File: src/rtl/stack_pkg.sv
// Shared command encoding and width helpers for the stack engine.
package stack_pkg;

    typedef enum logic [1:0] {
        CMD_NOP  = 2'b00,
        CMD_PUSH = 2'b01,
        CMD_POP  = 2'b10,
        CMD_GET  = 2'b11
    } cmd_e;

    function automatic int idx_width(input int depth);
        return (depth < 2) ? 1 : $clog2(depth);
    endfunction

    function automatic int cnt_width(input int depth);
        return $clog2(depth + 1);
    endfunction

endpackage

File: src/rtl/stack_engine_if.sv
// Command/result bundle between a stack engine and its client.
interface stack_engine_if #(
    parameter int WIDTH = 4,
    parameter int DEPTH = 5
);
    localparam int IW = stack_pkg::idx_width(DEPTH);
    localparam int CW = stack_pkg::cnt_width(DEPTH);

    logic [1:0]       command;
    logic [IW-1:0]    index;
    logic [WIDTH-1:0] data_in;
    logic [WIDTH-1:0] data_out;
    logic             out_valid;
    logic [CW-1:0]    count;
    logic             full;
    logic             empty;
    logic             error;

    modport master (
        output command, index, data_in,
        input  data_out, out_valid, count, full, empty, error
    );

    modport slave (
        input  command, index, data_in,
        output data_out, out_valid, count, full, empty, error
    );
endinterface

File: src/rtl/stack_mem.sv
// Stack storage: one synchronous write port, one combinational read port, no reset.
module stack_mem #(
    parameter int WIDTH = 4,
    parameter int DEPTH = 5,
    parameter int AW    = 3
) (
    input  logic             clk,
    input  logic             we,
    input  logic [AW-1:0]    waddr,
    input  logic [WIDTH-1:0] wdata,
    input  logic [AW-1:0]    raddr,
    output logic [WIDTH-1:0] rdata
);

    logic [WIDTH-1:0] mem [DEPTH];

    always_ff @(posedge clk) begin
        if (we) begin
            mem[waddr] <= wdata;
        end
    end

    // Non-power-of-two depths leave unused address codes; read them as zero.
    assign rdata = ({1'b0, raddr} < (AW+1)'(DEPTH)) ? mem[raddr] : '0;

endmodule

File: src/rtl/stack_engine.sv
// LIFO engine with push/pop/peek-by-depth, optional overwrite-oldest when full.
module stack_engine
    import stack_pkg::*;
#(
    parameter int WIDTH = 4,
    parameter int DEPTH = 5,
    parameter int WRAP  = 0
) (
    input  logic           clk,
    input  logic           reset,
    stack_engine_if.slave  bus
);

    localparam int PW = idx_width(DEPTH);
    localparam int CW = cnt_width(DEPTH);
    localparam int XW = (PW > CW) ? PW : CW;

    logic [PW-1:0]    top_ptr;
    logic [CW-1:0]    count_q;
    logic [WIDTH-1:0] data_out_q;
    logic             out_valid_q;
    logic             error_q;

    cmd_e             cmd;
    logic             full;
    logic             empty;
    logic             get_ok;
    logic             push_ok;
    logic [PW-1:0]    ptr_up;
    logic [PW-1:0]    ptr_dn;
    logic [PW-1:0]    get_addr;
    logic [PW-1:0]    raddr;
    logic [WIDTH-1:0] rdata;
    logic             we;

    assign cmd   = cmd_e'(bus.command);
    assign full  = (count_q == CW'(DEPTH));
    assign empty = (count_q == '0);

    assign ptr_up = (top_ptr == PW'(DEPTH - 1)) ? '0 : top_ptr + PW'(1);
    assign ptr_dn = (top_ptr == '0) ? PW'(DEPTH - 1) : top_ptr - PW'(1);

    // When the index reaches past slot 0 the true address is below DEPTH,
    // so PW-bit arithmetic cannot overflow the result.
    assign get_addr = (bus.index > top_ptr) ? top_ptr + PW'(DEPTH) - bus.index
                                            : top_ptr - bus.index;
    assign get_ok   = (XW'(bus.index) < XW'(count_q));
    assign raddr    = (cmd == CMD_GET) ? get_addr : top_ptr;

    assign push_ok = !full || (WRAP != 0);
    assign we      = !reset && (cmd == CMD_PUSH) && push_ok;

    stack_mem #(
        .WIDTH (WIDTH),
        .DEPTH (DEPTH),
        .AW    (PW)
    ) u_mem (
        .clk   (clk),
        .we    (we),
        .waddr (ptr_up),
        .wdata (bus.data_in),
        .raddr (raddr),
        .rdata (rdata)
    );

    always_ff @(posedge clk) begin
        if (reset) begin
            top_ptr     <= PW'(DEPTH - 1);
            count_q     <= '0;
            data_out_q  <= '0;
            out_valid_q <= 1'b0;
            error_q     <= 1'b0;
        end else begin
            out_valid_q <= 1'b0;
            error_q     <= 1'b0;
            unique case (cmd)
                CMD_PUSH: begin
                    if (!full) begin
                        top_ptr <= ptr_up;
                        count_q <= count_q + CW'(1);
                    end else if (WRAP != 0) begin
                        top_ptr <= ptr_up;
                    end else begin
                        error_q <= 1'b1;
                    end
                end
                CMD_POP: begin
                    if (!empty) begin
                        data_out_q  <= rdata;
                        out_valid_q <= 1'b1;
                        top_ptr     <= ptr_dn;
                        count_q     <= count_q - CW'(1);
                    end else begin
                        error_q <= 1'b1;
                    end
                end
                CMD_GET: begin
                    if (get_ok) begin
                        data_out_q  <= rdata;
                        out_valid_q <= 1'b1;
                    end else begin
                        error_q <= 1'b1;
                    end
                end
                default: ;
            endcase
        end
    end

    assign bus.data_out  = data_out_q;
    assign bus.out_valid = out_valid_q;
    assign bus.error     = error_q;
    assign bus.count     = count_q;
    assign bus.full      = full;
    assign bus.empty     = empty;

endmodule

File: src/flat_wrapper.sv
// flat-port wrapper written by rule: the top's interface ports become plain ports
module stack_engine_flat import stack_pkg::*;
#(
    parameter int WIDTH = 4,
    parameter int DEPTH = 5,
    parameter int WRAP  = 0
)
  (clk, reset, bus_command, bus_index, bus_data_in, bus_data_out, bus_out_valid, bus_count, bus_full, bus_empty, bus_error);
  stack_engine_if #(.WIDTH(WIDTH), .DEPTH(DEPTH)) bus_i ();
  input  logic clk;
  input  logic reset;
  input wire logic [$bits(bus_i.command)-1:0] bus_command;
  input wire logic [$bits(bus_i.index)-1:0] bus_index;
  input wire logic [$bits(bus_i.data_in)-1:0] bus_data_in;
  output wire logic [$bits(bus_i.data_out)-1:0] bus_data_out;
  output wire logic [$bits(bus_i.out_valid)-1:0] bus_out_valid;
  output wire logic [$bits(bus_i.count)-1:0] bus_count;
  output wire logic [$bits(bus_i.full)-1:0] bus_full;
  output wire logic [$bits(bus_i.empty)-1:0] bus_empty;
  output wire logic [$bits(bus_i.error)-1:0] bus_error;
  assign bus_i.command = bus_command;
  assign bus_i.index = bus_index;
  assign bus_i.data_in = bus_data_in;
  assign bus_data_out = bus_i.data_out;
  assign bus_out_valid = bus_i.out_valid;
  assign bus_count = bus_i.count;
  assign bus_full = bus_i.full;
  assign bus_empty = bus_i.empty;
  assign bus_error = bus_i.error;
  stack_engine #(.WIDTH(WIDTH), .DEPTH(DEPTH), .WRAP(WRAP)) u_core (.clk(clk), .reset(reset), .bus(bus_i));
endmodule
File: config.mk
export PLATFORM = sky130hd
export DESIGN_NAME = stack_engine_flat
export DESIGN_NICKNAME = d
export VERILOG_FILES = /design/src/rtl/stack_pkg.sv /design/src/rtl/stack_engine_if.sv /design/src/rtl/stack_mem.sv /design/src/rtl/stack_engine.sv /design/src/flat_wrapper.sv
export SDC_FILE = /design/constraint.sdc
export NUM_CORES = 1
export LEC_CHECK = 0
export BUFFER_PORTS_ARGS = -buffer_cell sky130_fd_sc_hd__clkbuf_2
export CAP_MARGIN = 30
export CORE_AREA = 2 2 67 69
export DETAILED_ROUTE_END_ITERATION = 7
export DIE_AREA = 0 0 69 71
export GPL_ROUTABILITY_DRIVEN = 0
export PLACE_DENSITY = 0.62
export SYNTH_ARGS = -nofsm -noshare
export SYNTH_HDL_FRONTEND = slang
export SYNTH_SLANG_ARGS = --single-unit
File: constraint.sdc
create_clock -name clk -period 2.8 [get_ports clk]
set_input_delay 0.56 -clock clk [delete_from_list [all_inputs] [get_ports clk]]
set_output_delay 0.56 -clock clk [all_outputs]
set_load 0.03 [all_outputs]
Word-level counts from Yosys, hierarchy flattened
Memories as Yosys holds them, arrays and structs flattened.
Cells that the tools add are included.

cells by class
  $add $sub $neg = 7
  magnitude comparators = 3
  eq/ne operators = 8
  muxes and demuxes = 23
  reduce and logical (&&, ||, !) cells = 10

operators by type and width
  cell                                                                    number
  3-bit 2-to-1 mux                                                        8
  4-bit 2-to-1 mux                                                        3
  3-bit one-hot mux with 2 select lines                                   2
  4-bit one-hot mux with 2 select lines                                   1
  1-bit 2-to-1 mux                                                        7
  3-bit by 1-bit adder with 3-bit output (second input constant)          2
  3-bit equality test (second input constant)                             2
  3-bit zero test                                                         2
  3-bit AND reduction                                                     2
  3-bit by 1-bit subtractor with 3-bit output (second input constant)     2
  3-bit subtractor                                                        2
  2-bit equality test (second input constant)                             2
  2-bit != test (second input constant)                                   2
  2-bit nonzero test                                                      2
  3-bit adder (second input constant)                                     1
  3-bit greater-than comparator                                           1
  3-bit < comparator                                                      1
  3-bit < comparator (second input constant)                              1
  1-bit one-hot mux with 3 select lines                                   1
  2-bit by 1-bit equality test with 1-bit output (second input constant)  1
  1-bit logical AND                                                       2
  1-bit zero test                                                         2
  2-bit by 1-bit != test with 1-bit output (second input constant)        1
  1-bit one-hot mux with 2 select lines                                   1

storage, ports and cells
  register bits = 12
  memory bits (writable) = 20
  output and inout bits = 11
  word-level logic and storage cells = 57
  memories = 1

memory list
  memory            depth  width  read ports  clocked after memory_dff  wr ports  line             RTL
  u_core.u_mem.mem  5      4      1           0                         1         stack_mem.sv:15  logic [WIDTH-1:0] mem [DEPTH];

Longest topological paths before layout
Gate-level depths: netlist of run 1.

  word-level depth = 8
  depth in mapped cells = 11
  depth with buffers taken out = 10

Modules after synthesis
From an unflattened synthesis of run 1, not the netlist that was laid out.

second synthesis, totals
  cells, all modules = 163
  area, all modules = 1828.0 um2

by module, submodules not included
  module        instances  cells an instance  area each (um2)
  stack_engine  1          117                1001.0
  stack_mem     1          46                 827.0

Worst setup path after synthesis of run 1
OpenSTA, ideal clock, no wires.

  kind = input port to flip-flop
  from = in bus_index[0]
  to = reg u_core.data_out_q[0] (netlist: u_core.bus.data_out[0])
  setup time = 0.122 ns
  arrival time = 2.374 ns
  data required time = 2.678 ns
  setup slack = 0.304 ns
  stages on the path = 9
  cell sequence = ha_1 -> fa_1 -> xor2_1 -> a31oi_1 -> o41ai_2 -> or2_1 -> buf_4 -> mux2i_1 -> a221o_1

on the way
  longest elaborated chain between the ends = 7
  elaborated cells on any way between the ends = 14

RTL lines
  what                                                                line                                    RTL
  start, declared                                                     flat_wrapper.sv:13                      input wire logic [$bits(bus_i.index)-1:0] bus_index;
  3-bit subtractor (tied with other cells)                            stack_engine.sv:46                      : top_ptr - bus.index;
  3-bit 2-to-1 mux                                                    stack_engine.sv:45                      assign get_addr = (bus.index > top_ptr) ? top_ptr + PW'(DEPTH) - bus.index
  3-bit 2-to-1 mux                                                    stack_engine.sv:48                      assign raddr = (cmd == CMD_GET) ? get_addr : top_ptr;
  3-bit < comparator / memory read 5 x 4 bit (equally long branches)  --
  4-bit 2-to-1 mux                                                    stack_mem.sv:24                         assign rdata = ({1'b0, raddr} < (AW+1)'(DEPTH)) ? mem[raddr] : '0;
  4-bit 2-to-1 mux, on equally long branches                          stack_engine.sv:98, stack_engine.sv:88
  4-bit one-hot mux with 2 select lines                               stack_engine.sv:76                      unique case (cmd)
  end signal, assigned                                                stack_engine.sv:89                      data_out_q <= rdata;
  end signal, assigned                                                stack_engine.sv:99                      data_out_q <= rdata;
  end, declared                                                       stack_engine.sv:20                      logic [WIDTH-1:0] data_out_q;

Several ways; a longest one is shown, not always the timed one. The select of a mux whose other input is x is not followed.
A chain may end at the register's enable or synchronous reset.

Worst setup path after layout of run 1
  from = in bus_index[1]
  to = reg u_core.data_out_q[1] (netlist: u_core.bus.data_out[1])

The elaborated chain is that of the path after synthesis.

==> out/results.ini, run 1 <==
[synth]
syn_inst = 175
synth_area_um2 = 1800
synthFlopType = edfxtp_1
yosysSeqAreaShare = 0.467
ys_ff_latch = 32
synth_nets = 199
synth_edf_count = 20
syn_avg_cell_area_um2 = 10.3
yosysWarnings = 0
synthArstFlopShare = 0
yosys.cell_types.count = 44

[setup_path]
reg2reg_from = u_core.top_ptr[0]$_SDFFE_PP0P_
worstSetupEndpointType = flip-flop
start_kind = input port
r2r_end = u_core.bus.data_out[1]$_SDFFE_PP0P_
reg2reg_depth = 9
worstSetupPathType = input port to flip-flop
rrSetupSlack_ps = 420
path_max_fanout = 4
cp_data_required_time_ps = 2960
worst_ep_arrival_time_ps = 2640

[pwr]
p_per_area_nw_per_um2 = 622
total_leakage_power_nw = 0.845
p_seq_frac = 0.420
p_switching_mw = 0.368
peakVddDrop_uv = 333
pwr-share-clk = 0.327
finalPower_mw = 1.28
combPwrFrac = 0.253
switching_share = 0.286
p_int_mw = 0.917

[clocking]
cts_buffers = 5
cts_buffer_depth = 2
postCtsHoldBufs = 0
clock_latency_ps = 270
cts_sinks = 32
cts_root_buf = clkbuf_8
post_cts_buffers = 0
htree_num_levels = 2
cts_tree = done
post_cts.resized_instances = 0
clk_pin_slew_ps = 60

[timing]
rsz0062_at_grt = no
max_slew_margin = 0.575
fin_crit_sh = 0.885
finalMaxSlewViolations = 0
setup_tns_ps = 0
setup_viol = 0
min_period_ps = 2480
skew_ps = 3.43
hold_viol = 0
tightest_slew_ps = 632
max_freq_mhz = 403

[floorplanning]
fp.dieW_um = 69
io_pins = 22
dieArea_um2 = 4900
core_um2 = 4200
rows = 24
dieHeight_um = 71
start_util = 0.428

[global_routing]
met2_usage = 0.259
antenna_found_initial = 0
grt-ovfl-total = 0
grt_pass1_vias = 1265
use_met1 = 0.190
grt_usage = 0.152
grt_first_pass_wirelength_um = 5910
busiest_layer = met2
grt_max_degree = 12
grtUsageMet3 = 0.0413

[drt]
firstDrtPassIters = 4
wl_um = 3450
drc = 0
vias_per_cell = 5.15
drt-wirelength-per-cell_um = 13.7
drtIter0Drc = 64
vias = 1298
ant_nets = 0

[hold_path]
holdPathStages = 1
whs_endpoint = u_core.bus.data_out[1]$_SDFFE_PP0P_
hold_class = flip-flop to flip-flop
min_from = u_core.bus.data_out[1]$_SDFFE_PP0P_

[cells_and_area]
finalNetCount = 223
final_util = 0.491
drive_gt1_frac = 0.185
area_delta_synth_final_pct = 14.7
antennaDiodeCount = 0

[placement]
dp_hpwl_um = 2710
portBuffers = 21

[outcome]
outcome = complete, no violations

[job]
cap_violations = 0

==> cells by family after synthesis <==
| family | Yosys count | share of synthesized area |
|---|---|---|
| flops | 32 | 0.467 |
| xor+xnor | 7 | 0.0341 |
| buf+inv | 19 | 0.0473 |
| fa+ha+maj | 13 | 0.0987 |
| compound gates | 33 | 0.129 |
| simple gates | 60 | 0.163 |
| mux | 11 | 0.0619 |
==> power by group through the flow <==
| stage | Clock [mW] | Sequential, mW | Combinational, mW |
|---|---|---|---|
| 5_1_grt | 0.455 | 0.543 | 0.364 |
| 3_3_place_gp | 0 | 0.550 | 0.313 |
| 3_5_place_dp | 0 | 0.551 | 0.324 |
| 4_1_cts | 0.430 | 0.540 | 0.326 |
| 2_1_floorplan | 0 | 0.577 | 0.223 |
| 6_report | 0.420 | 0.540 | 0.325 |
==> cells in the mapped netlist, types with 3 or more instances <==
cell	number	area [um^2]
o21ai_1	3	15.0
o21ai_0	3	15.0
a21oi_1	10	50.1
nand2b_1	4	25.0
edfxtp_1	20	601
ha_1	11	138
nor3_1	4	20.0
nor2_1	14	52.6
mux2i_1	10	100
nor2b_1	3	18.8
a221o_1	5	50.1
clkbuf_1	4	15.0
dfxtp_1	12	240
nand2_1	22	82.6
xor2_1	3	26.3
xnor2_1	4	35.0
inv_1	11	41.3
==> worst max-delay path: stages <==
cell and delay, ps:
clkbuf_2 140, inv_1 60, ha_1 310, inv_1 50, ha_1 180, xor2_1 170
nor3_1 150, and4b_1 240, or2_1 320, mux2i_1 150, a221o_1 320
==> area by class of cell <==
| cell class | count | area [um^2] |
|---|---|---|
| Clock buffer | 6 | 72.6 |
| Clock inverter | 2 | 35.0 |
| Fill cell | 391 | 2140 |
| Inverter | 11 | 41.3 |
| Multi-Input combinational cell | 124 | 875 |
| Sequential cell | 32 | 841 |
| Tap cell | 52 | 65.1 |
| Timing Repair Buffer | 25 | 135 |
==> registers in the layout (all words and copies together), names as in the netlist <==
name                  count
u_core.u_mem.mem         20
u_core.bus.count          3
u_core.bus.error          1
u_core.top_ptr            3
u_core.bus.data_out       4
u_core.bus.out_valid      1
==> cells in the final DEF (no fill, tap or decap), drive strengths merged, types with 5 or more instances in the layout <==
cell type / n
mux2i: 10
a221o: 5
edfxtp: 20
ha: 11
inv: 11
nand2: 23
dfxtp: 12
clkbuf: 27
nor2: 14
o21ai: 6
a21oi: 10
==> per-layer routing <==
metal  up-vias  wire length [um]
met5         -                 0
met4         0                46
met3         5               131
met2        21              1650
met1       605              1620
li1        667                 -
==> per-stage QoR <==
stage | area (um^2) | std cells | setup WS [ps] | hold WS [ps]
floorplan | 1800 | 175 | 304 | 575
global placement | 1960 | 244 | 112 | 474
detailed placement | 1960 | 244 | 38.2 | 487
CTS | 2060 | 252 | 326 | 502
global route | 2060 | 252 | 239 | 531
finish | 2060 | 252 | 321 | 494
==> how the worst max path moves through the flow <==
stage	startpoint	to	slack, ps	depth (start not counted)
final	bus_index[1]	u_core.bus.data_out[1]$_SDFFE_PP0P_	320	11
after global routing	bus_index[1]	u_core.bus.data_out[0]$_SDFFE_PP0P_	240	11
after CTS	bus_index[1]	u_core.bus.data_out[1]$_SDFFE_PP0P_	330	11
after detailed placement	bus_index[1]	u_core.bus.data_out[1]$_SDFFE_PP0P_	40	11
after global placement	bus_index[1]	u_core.bus.data_out[2]$_SDFFE_PP0P_	110	11
after floorplan	bus_index[0]	u_core.bus.data_out[0]$_SDFFE_PP0P_	300	9
Power figures use the tool's default switching activity.
==> run 2: changes to the inputs <==
--- a/config.mk
+++ b/config.mk
@@ -7,11 +7,12 @@
 export LEC_CHECK = 0
 export BUFFER_PORTS_ARGS = -buffer_cell sky130_fd_sc_hd__clkbuf_2
 export CAP_MARGIN = 30
-export CORE_AREA = 2 2 67 69
+export CORE_AREA = 2 2 61 63
 export DETAILED_ROUTE_END_ITERATION = 7
-export DIE_AREA = 0 0 69 71
+export DIE_AREA = 0 0 63 65
 export GPL_ROUTABILITY_DRIVEN = 0
-export PLACE_DENSITY = 0.62
+export HOLD_SLACK_MARGIN = 0.12
+export PLACE_DENSITY = 0.73
 export SYNTH_ARGS = -nofsm -noshare
 export SYNTH_HDL_FRONTEND = slang
 export SYNTH_SLANG_ARGS = --single-unit
==> run 2 against run 1 <==
  * Critical endpoint is now u_core.bus.data_out[0]$_SDFFE_PP0P_
  * Final cell count decreased by 1.6%
  * Sequential share of layout area increased by 0.65 points
  * Combinational power about the same
  * Worst setup slack got worse by 66 ps
  * Critical path depth decreased by 3
  * First-iteration DRC count increased by 52%
  * Core utilization increased by 9.0 points
  * Clock power decreased by 16%
  * Critical path type is now flip-flop to flip-flop
==> out/results.ini, run 2 (synthesis gave the netlist of run 1 again) <==
[cells_and_area]
antennaDiodeCount = 0  ; unchanged
area_delta_synth_final_pct = 12.9
seq_area_um2 = 841  ; unchanged
largest_reg_flops = 20  ; unchanged
fin_area_um2 = 2030  ; -1.6%
final_cell_mix = nand2_1, clkbuf_2, edfxtp_1
nFillCells = 305  ; -22%
finalNetCount = 223  ; unchanged
final_common_cell = nand2_1
drive_gt1_frac = 0.190  ; +0.00500
top_register = u_core.u_mem.mem
multi_input_area_um2 = 875  ; unchanged

[clocking]
cts_root_buf = clkbuf_4
cts_buffer_depth = 2  ; unchanged
postCtsHoldBufs = 0  ; unchanged
cts_sinks = 32  ; unchanged
htree_num_levels = 2  ; unchanged
cts_buffers = 5  ; unchanged
clk_pin_slew_ps = 110  ; +50 ps
post_cts_buffers = 0  ; unchanged
clock_latency_ps = 340  ; +70 ps
cts_tree = done
post_cts.resized_instances = 0  ; unchanged

[setup_path]
start_kind = flip-flop
path_max_fanout = 8  ; +4
r2r_end = u_core.bus.data_out[0]$_SDFFE_PP0P_
cp_data_required_time_ps = 3040  ; +80 ps
reg2reg_from = u_core.top_ptr[0]$_SDFFE_PP0P_
worst_ep_arrival_time_ps = 2790  ; +150 ps
rrSetupSlack_ps = 260  ; -160 ps
worstSetupPathType = flip-flop to flip-flop
worstSetupEndpointType = flip-flop
reg2reg_depth = 8  ; -1

[global_routing]
grt-ovfl-total = 0  ; unchanged
grt_first_pass_wirelength_um = 5560  ; -6.0%
antenna_found_initial = 0  ; unchanged
grt_usage = 0.184  ; +0.0314
grt_pass1_vias = 1170  ; -7.5%
grt_max_degree = 12  ; unchanged

[timing]
tightest_slew_ps = 546  ; -85.7 ps
skew_ps = 15.2  ; +11.7 ps
max_slew_margin = 0.633  ; +0.0575
fin_crit_sh = 0.909  ; +0.0235
rsz0062_at_grt = no
hold_viol = 0  ; unchanged
setup_tns_ps = 0  ; unchanged
min_period_ps = 2540  ; +65.8 ps
finalMaxSlewViolations = 0  ; unchanged
setup_viol = 0  ; unchanged
max_freq_mhz = 393  ; -2.6%

[pwr]
peakVddDrop_uv = 342  ; +2.9%
combPwrFrac = 0.266  ; +0.013
p_seq_frac = 0.443  ; +0.023
p_per_area_nw_per_um2 = 600  ; -3.6%
pwr-share-clk = 0.291  ; -0.036
p_switching_mw = 0.381  ; +3.6%
total_leakage_power_nw = 0.832  ; -1.6%
switching_share = 0.313  ; +0.0265
p_int_mw = 0.837  ; -8.7%

[drt]
vias = 1338  ; +3.1%
wl_um = 3470  ; +0.58%
firstDrtPassIters = 4  ; unchanged
drt-wirelength-per-cell_um = 14.0  ; +2.2%
drtIter0Drc = 97  ; +52%
drc = 0  ; unchanged
ant_nets = 0  ; unchanged
vias_per_cell = 5.40  ; +4.7%

[hold_path]
hold_class = input port to flip-flop
whs_endpoint = u_core.u_mem.mem[3][2]$_DFFE_PP_
min_from = bus_data_in[2]
holdPathStages = 1  ; unchanged

[placement]
dp_hpwl_um = 2620  ; -3.4%
placed_area_um2 = 1950  ; -0.26%
portBuffers = 21  ; unchanged

[floorplanning]
dieHeight_um = 65  ; -8.5%
rows = 22  ; -8.3%
core_um2 = 3500  ; -17%
fp.dieW_um = 63  ; -8.7%
io_pins = 22  ; unchanged
start_util = 0.515  ; +0.0868
dieArea_um2 = 4100  ; -16%

[job]
cap_violations = 0  ; unchanged

[outcome]
outcome = complete, no violations

run 2: final cells by class:
cell class	count	area share
Sequential cell	32	0.414
Clock buffer	5	0.0185
Tap cell	48	0.0296
Clock inverter	3	0.0209
Multi-Input combinational cell	124	0.430
Inverter	11	0.0203
Timing Repair Buffer	25	0.0665
run 2: per-stage QoR:
stage	hold slack (ps)	power, mW	setup slack [ps]	utilization	std cells
3_3_place_gp	471	0.860	161	0.558	240
2_1_floorplan	575	0.800	304	-	175
3_5_place_dp	487	0.873	42.2	0.558	240
4_1_cts	451	1.22	249	0.581	248
6_report	456	1.22	255	0.581	248
5_1_grt	450	1.28	63.5	0.581	248
run 2: worst max-delay path by stage:
| stage | start | to | slack, ps | depth (start not counted) |
|---|---|---|---|---|
| floorplan | bus_index[0] | u_core.bus.data_out[0]$_SDFFE_PP0P_ | 300 | 9 |
| global placement | bus_index[0] | u_core.bus.data_out[2]$_SDFFE_PP0P_ | 160 | 9 |
| detailed placement | bus_index[0] | u_core.bus.data_out[2]$_SDFFE_PP0P_ | 40 | 9 |
| CTS | u_core.top_ptr[0]$_SDFFE_PP0P_ | u_core.bus.data_out[3]$_SDFFE_PP0P_ | 250 | 8 |
| global route | u_core.top_ptr[0]$_SDFFE_PP0P_ | u_core.bus.data_out[2]$_SDFFE_PP0P_ | 60 | 9 |
| finish | u_core.top_ptr[0]$_SDFFE_PP0P_ | u_core.bus.data_out[0]$_SDFFE_PP0P_ | 260 | 8 |
run 2: layer usage:
| metal | share of wire | wire length (um) | GRT usage | up-vias |
|---|---|---|---|---|
| met5 | 0 | 0 | 0 | - |
| met4 | 0.017 | 59 | 0.0833 | 0 |
| met3 | 0.040 | 139 | 0.0469 | 5 |
| met2 | 0.48 | 1650 | 0.302 | 34 |
| met1 | 0.47 | 1620 | 0.228 | 634 |
| li1 | - | - | - | 665 |
run 2: worst max-delay path, cell delays in order (launching register included):
cell	delay, ps
dfxtp_1	330
inv_1	170
ha_1	270
fa_1	450
a211o_1	320
nand3_2	190
mux2i_1	280
mux2i_1	110
a221o_1	320
run 2: power groups by stage:
stage          clock [mW]  sequential [mW]  combinational [mW]
6_report            0.354            0.540               0.324
3_5_place_dp            0            0.551               0.322
4_1_cts             0.358            0.540               0.323
2_1_floorplan           0            0.577               0.223
3_3_place_gp            0            0.549               0.310
5_1_grt             0.372            0.543               0.360
==> run 3: changes to the inputs <==
--- a/config.mk
+++ b/config.mk
@@ -13,6 +13,7 @@
 export GPL_ROUTABILITY_DRIVEN = 0
 export HOLD_SLACK_MARGIN = 0.12
 export PLACE_DENSITY = 0.73
+export REMOVE_ABC_BUFFERS = 1
 export SYNTH_ARGS = -nofsm -noshare
 export SYNTH_HDL_FRONTEND = slang
 export SYNTH_SLANG_ARGS = --single-unit
==> run 3 against run 2 <==
  * Wire length grew 1.6%
  * Maximum frequency fell by 0.36%
  * Clock power is 3% lower
  * Largest power group unchanged
  * Final area shrank 0.18%
  * Critical path type unchanged
  * Critical endpoint unchanged
==> out/results.ini, run 3 (synthesis gave the netlist of run 1 again) <==
[outcome]
outcome = complete, no violations

[setup_path]
reg2reg_depth = 9  ; +1
cp_data_required_time_ps = 3030  ; about the same
worstSetupEndpointType = flip-flop
start_kind = flip-flop
path_max_fanout = 6  ; -2
worstSetupPathType = flip-flop to flip-flop
worst_ep_arrival_time_ps = 2790  ; about the same

[drt]
drc = 0  ; unchanged
highest_layer = met4
vias = 1336  ; -0.15%
vias_per_cell = 5.39  ; -0.15%
drt-wirelength-per-cell_um = 14.2  ; +1.6%
wl_met1_um = 1610  ; -0.80%
wl_um = 3520  ; +1.6%
routed-wl-met2_um = 1670  ; +1.5%
wl_met3_um = 162  ; +17%
drtIter0Drc = 90  ; -7.2%
firstDrtPassIters = 4  ; unchanged
ant_nets = 0  ; unchanged

[timing]
max_freq_mhz = 392  ; -0.36%
skew_ps = 9.79  ; -5.37 ps
min_period_ps = 2550  ; +9.11 ps
hold_viol = 0  ; unchanged
finalMaxSlewViolations = 0  ; unchanged
max_slew_margin = 0.639  ; +0.00625
rsz0062_at_grt = no
tightest_slew_ps = 537  ; -9.31 ps
setup_tns_ps = 0  ; unchanged
fin_crit_sh = 0.912  ; +0.00325
setup_viol = 0  ; unchanged

[global_routing]
grt_max_degree = 12  ; unchanged
grt-ovfl-total = 0  ; unchanged
grt_usage = 0.189  ; +0.00514
grt_pass1_vias = 1267  ; +8.3%
grt_first_pass_wirelength_um = 5780  ; +3.8%
antenna_found_initial = 0  ; unchanged

[clocking]
cts_sinks = 32  ; unchanged
post_cts.resized_instances = 0  ; unchanged
clock_latency_ps = 330  ; about the same
clk_pin_slew_ps = 100  ; about the same
cts_tree = done
htree_num_levels = 2  ; unchanged
cts_buffer_depth = 2  ; unchanged
postCtsHoldBufs = 0  ; unchanged
cts_root_buf = clkbuf_4
cts_buffers = 5  ; unchanged
post_cts_buffers = 0  ; unchanged

[cells_and_area]
finalNetCount = 223  ; unchanged
seq_area_um2 = 841  ; unchanged
top_register = u_core.u_mem.mem
final_cell_mix = nand2_1, clkbuf_2, edfxtp_1
area_delta_synth_final_pct = 12.6
largest_reg_flops = 20  ; unchanged
nFillCells = 324  ; +6.2%
drive_gt1_frac = 0.185  ; -0.00500
antennaDiodeCount = 0  ; unchanged
multi_input_area_um2 = 875  ; unchanged
final_common_cell = nand2_1

[pwr]
finalPower_mw = 1.21  ; -0.53%
peakVddDrop_uv = 443  ; +29%
p_per_area_nw_per_um2 = 598  ; -0.35%
total_leakage_power_nw = 0.833  ; +0.12%

[job]
cap_violations = 0  ; unchanged

[floorplanning]
fp.dieW_um = 63  ; unchanged
start_util = 0.515  ; unchanged
dieHeight_um = 65  ; unchanged
dieArea_um2 = 4100  ; unchanged
rows = 22  ; unchanged
core_um2 = 3500  ; unchanged
io_pins = 22  ; unchanged

[placement]
dp_hpwl_um = 2650  ; +1.3%
portBuffers = 21  ; unchanged

[hold_path]
holdPathStages = 1  ; unchanged
hold_class = input port to flip-flop

[run 3: metrics by stage]
stage                     instances  hold slack (ps)  utilization  worst slack [ps]  cell area (um^2)
after detailed placement        240              474        0.558              92.3              1950
final                           248              471        0.580               246              2030
after CTS                       248              464        0.580               279              2030
after global placement          240              472        0.558               158              1950
after floorplan                 167              576            -               343              1760
after global routing            248              462        0.580              74.9              2030
[run 3: worst paths after layout]
path | start | to | slack [ps]
worst min register to register | u_core.bus.data_out[3]$_SDFFE_PP0P_ | u_core.bus.data_out[3]$_SDFFE_PP0P_ | 500
worst max register to register | u_core.top_ptr[0]$_SDFFE_PP0P_ | u_core.bus.data_out[0]$_SDFFE_PP0P_ | 250
worst max-delay path | u_core.top_ptr[0]$_SDFFE_PP0P_ | u_core.bus.data_out[0]$_SDFFE_PP0P_ | 250
worst min-delay path | bus_data_in[1] | u_core.u_mem.mem[3][1]$_DFFE_PP_ | 470
[run 3: where the power goes]
group	switching [mW]	internal (mW)
logic	0.201	0.127
clock network	0.157	0.187
registers	0.0156	0.524
[run 3: area by class of cell]
class | instances | share of cell area
tap | 48 | 0.0296
timing repair buffer | 25 | 0.0666
sequential | 32 | 0.415
clock buffer | 6 | 0.0204
multi-input combinational | 124 | 0.431
clock inverter | 2 | 0.0173
inverter | 11 | 0.0204
[run 3: worst max-delay path, cell delays in order (launching register included)]
cell	delay, ps
dfxtp_1	350
inv_1	130
ha_1	250
fa_1	430
xor2_1	150
a31oi_1	230
o41ai_2	120
or2_1	310
mux2i_1	160
a221o_1	320
[run 3: metal layers]
layer / vias up / track usage
met5: - / 0
met4: 0 / 0.108
met3: 9 / 0.0521
met2: 35 / 0.305
met1: 624 / 0.227
li1: 668 / -
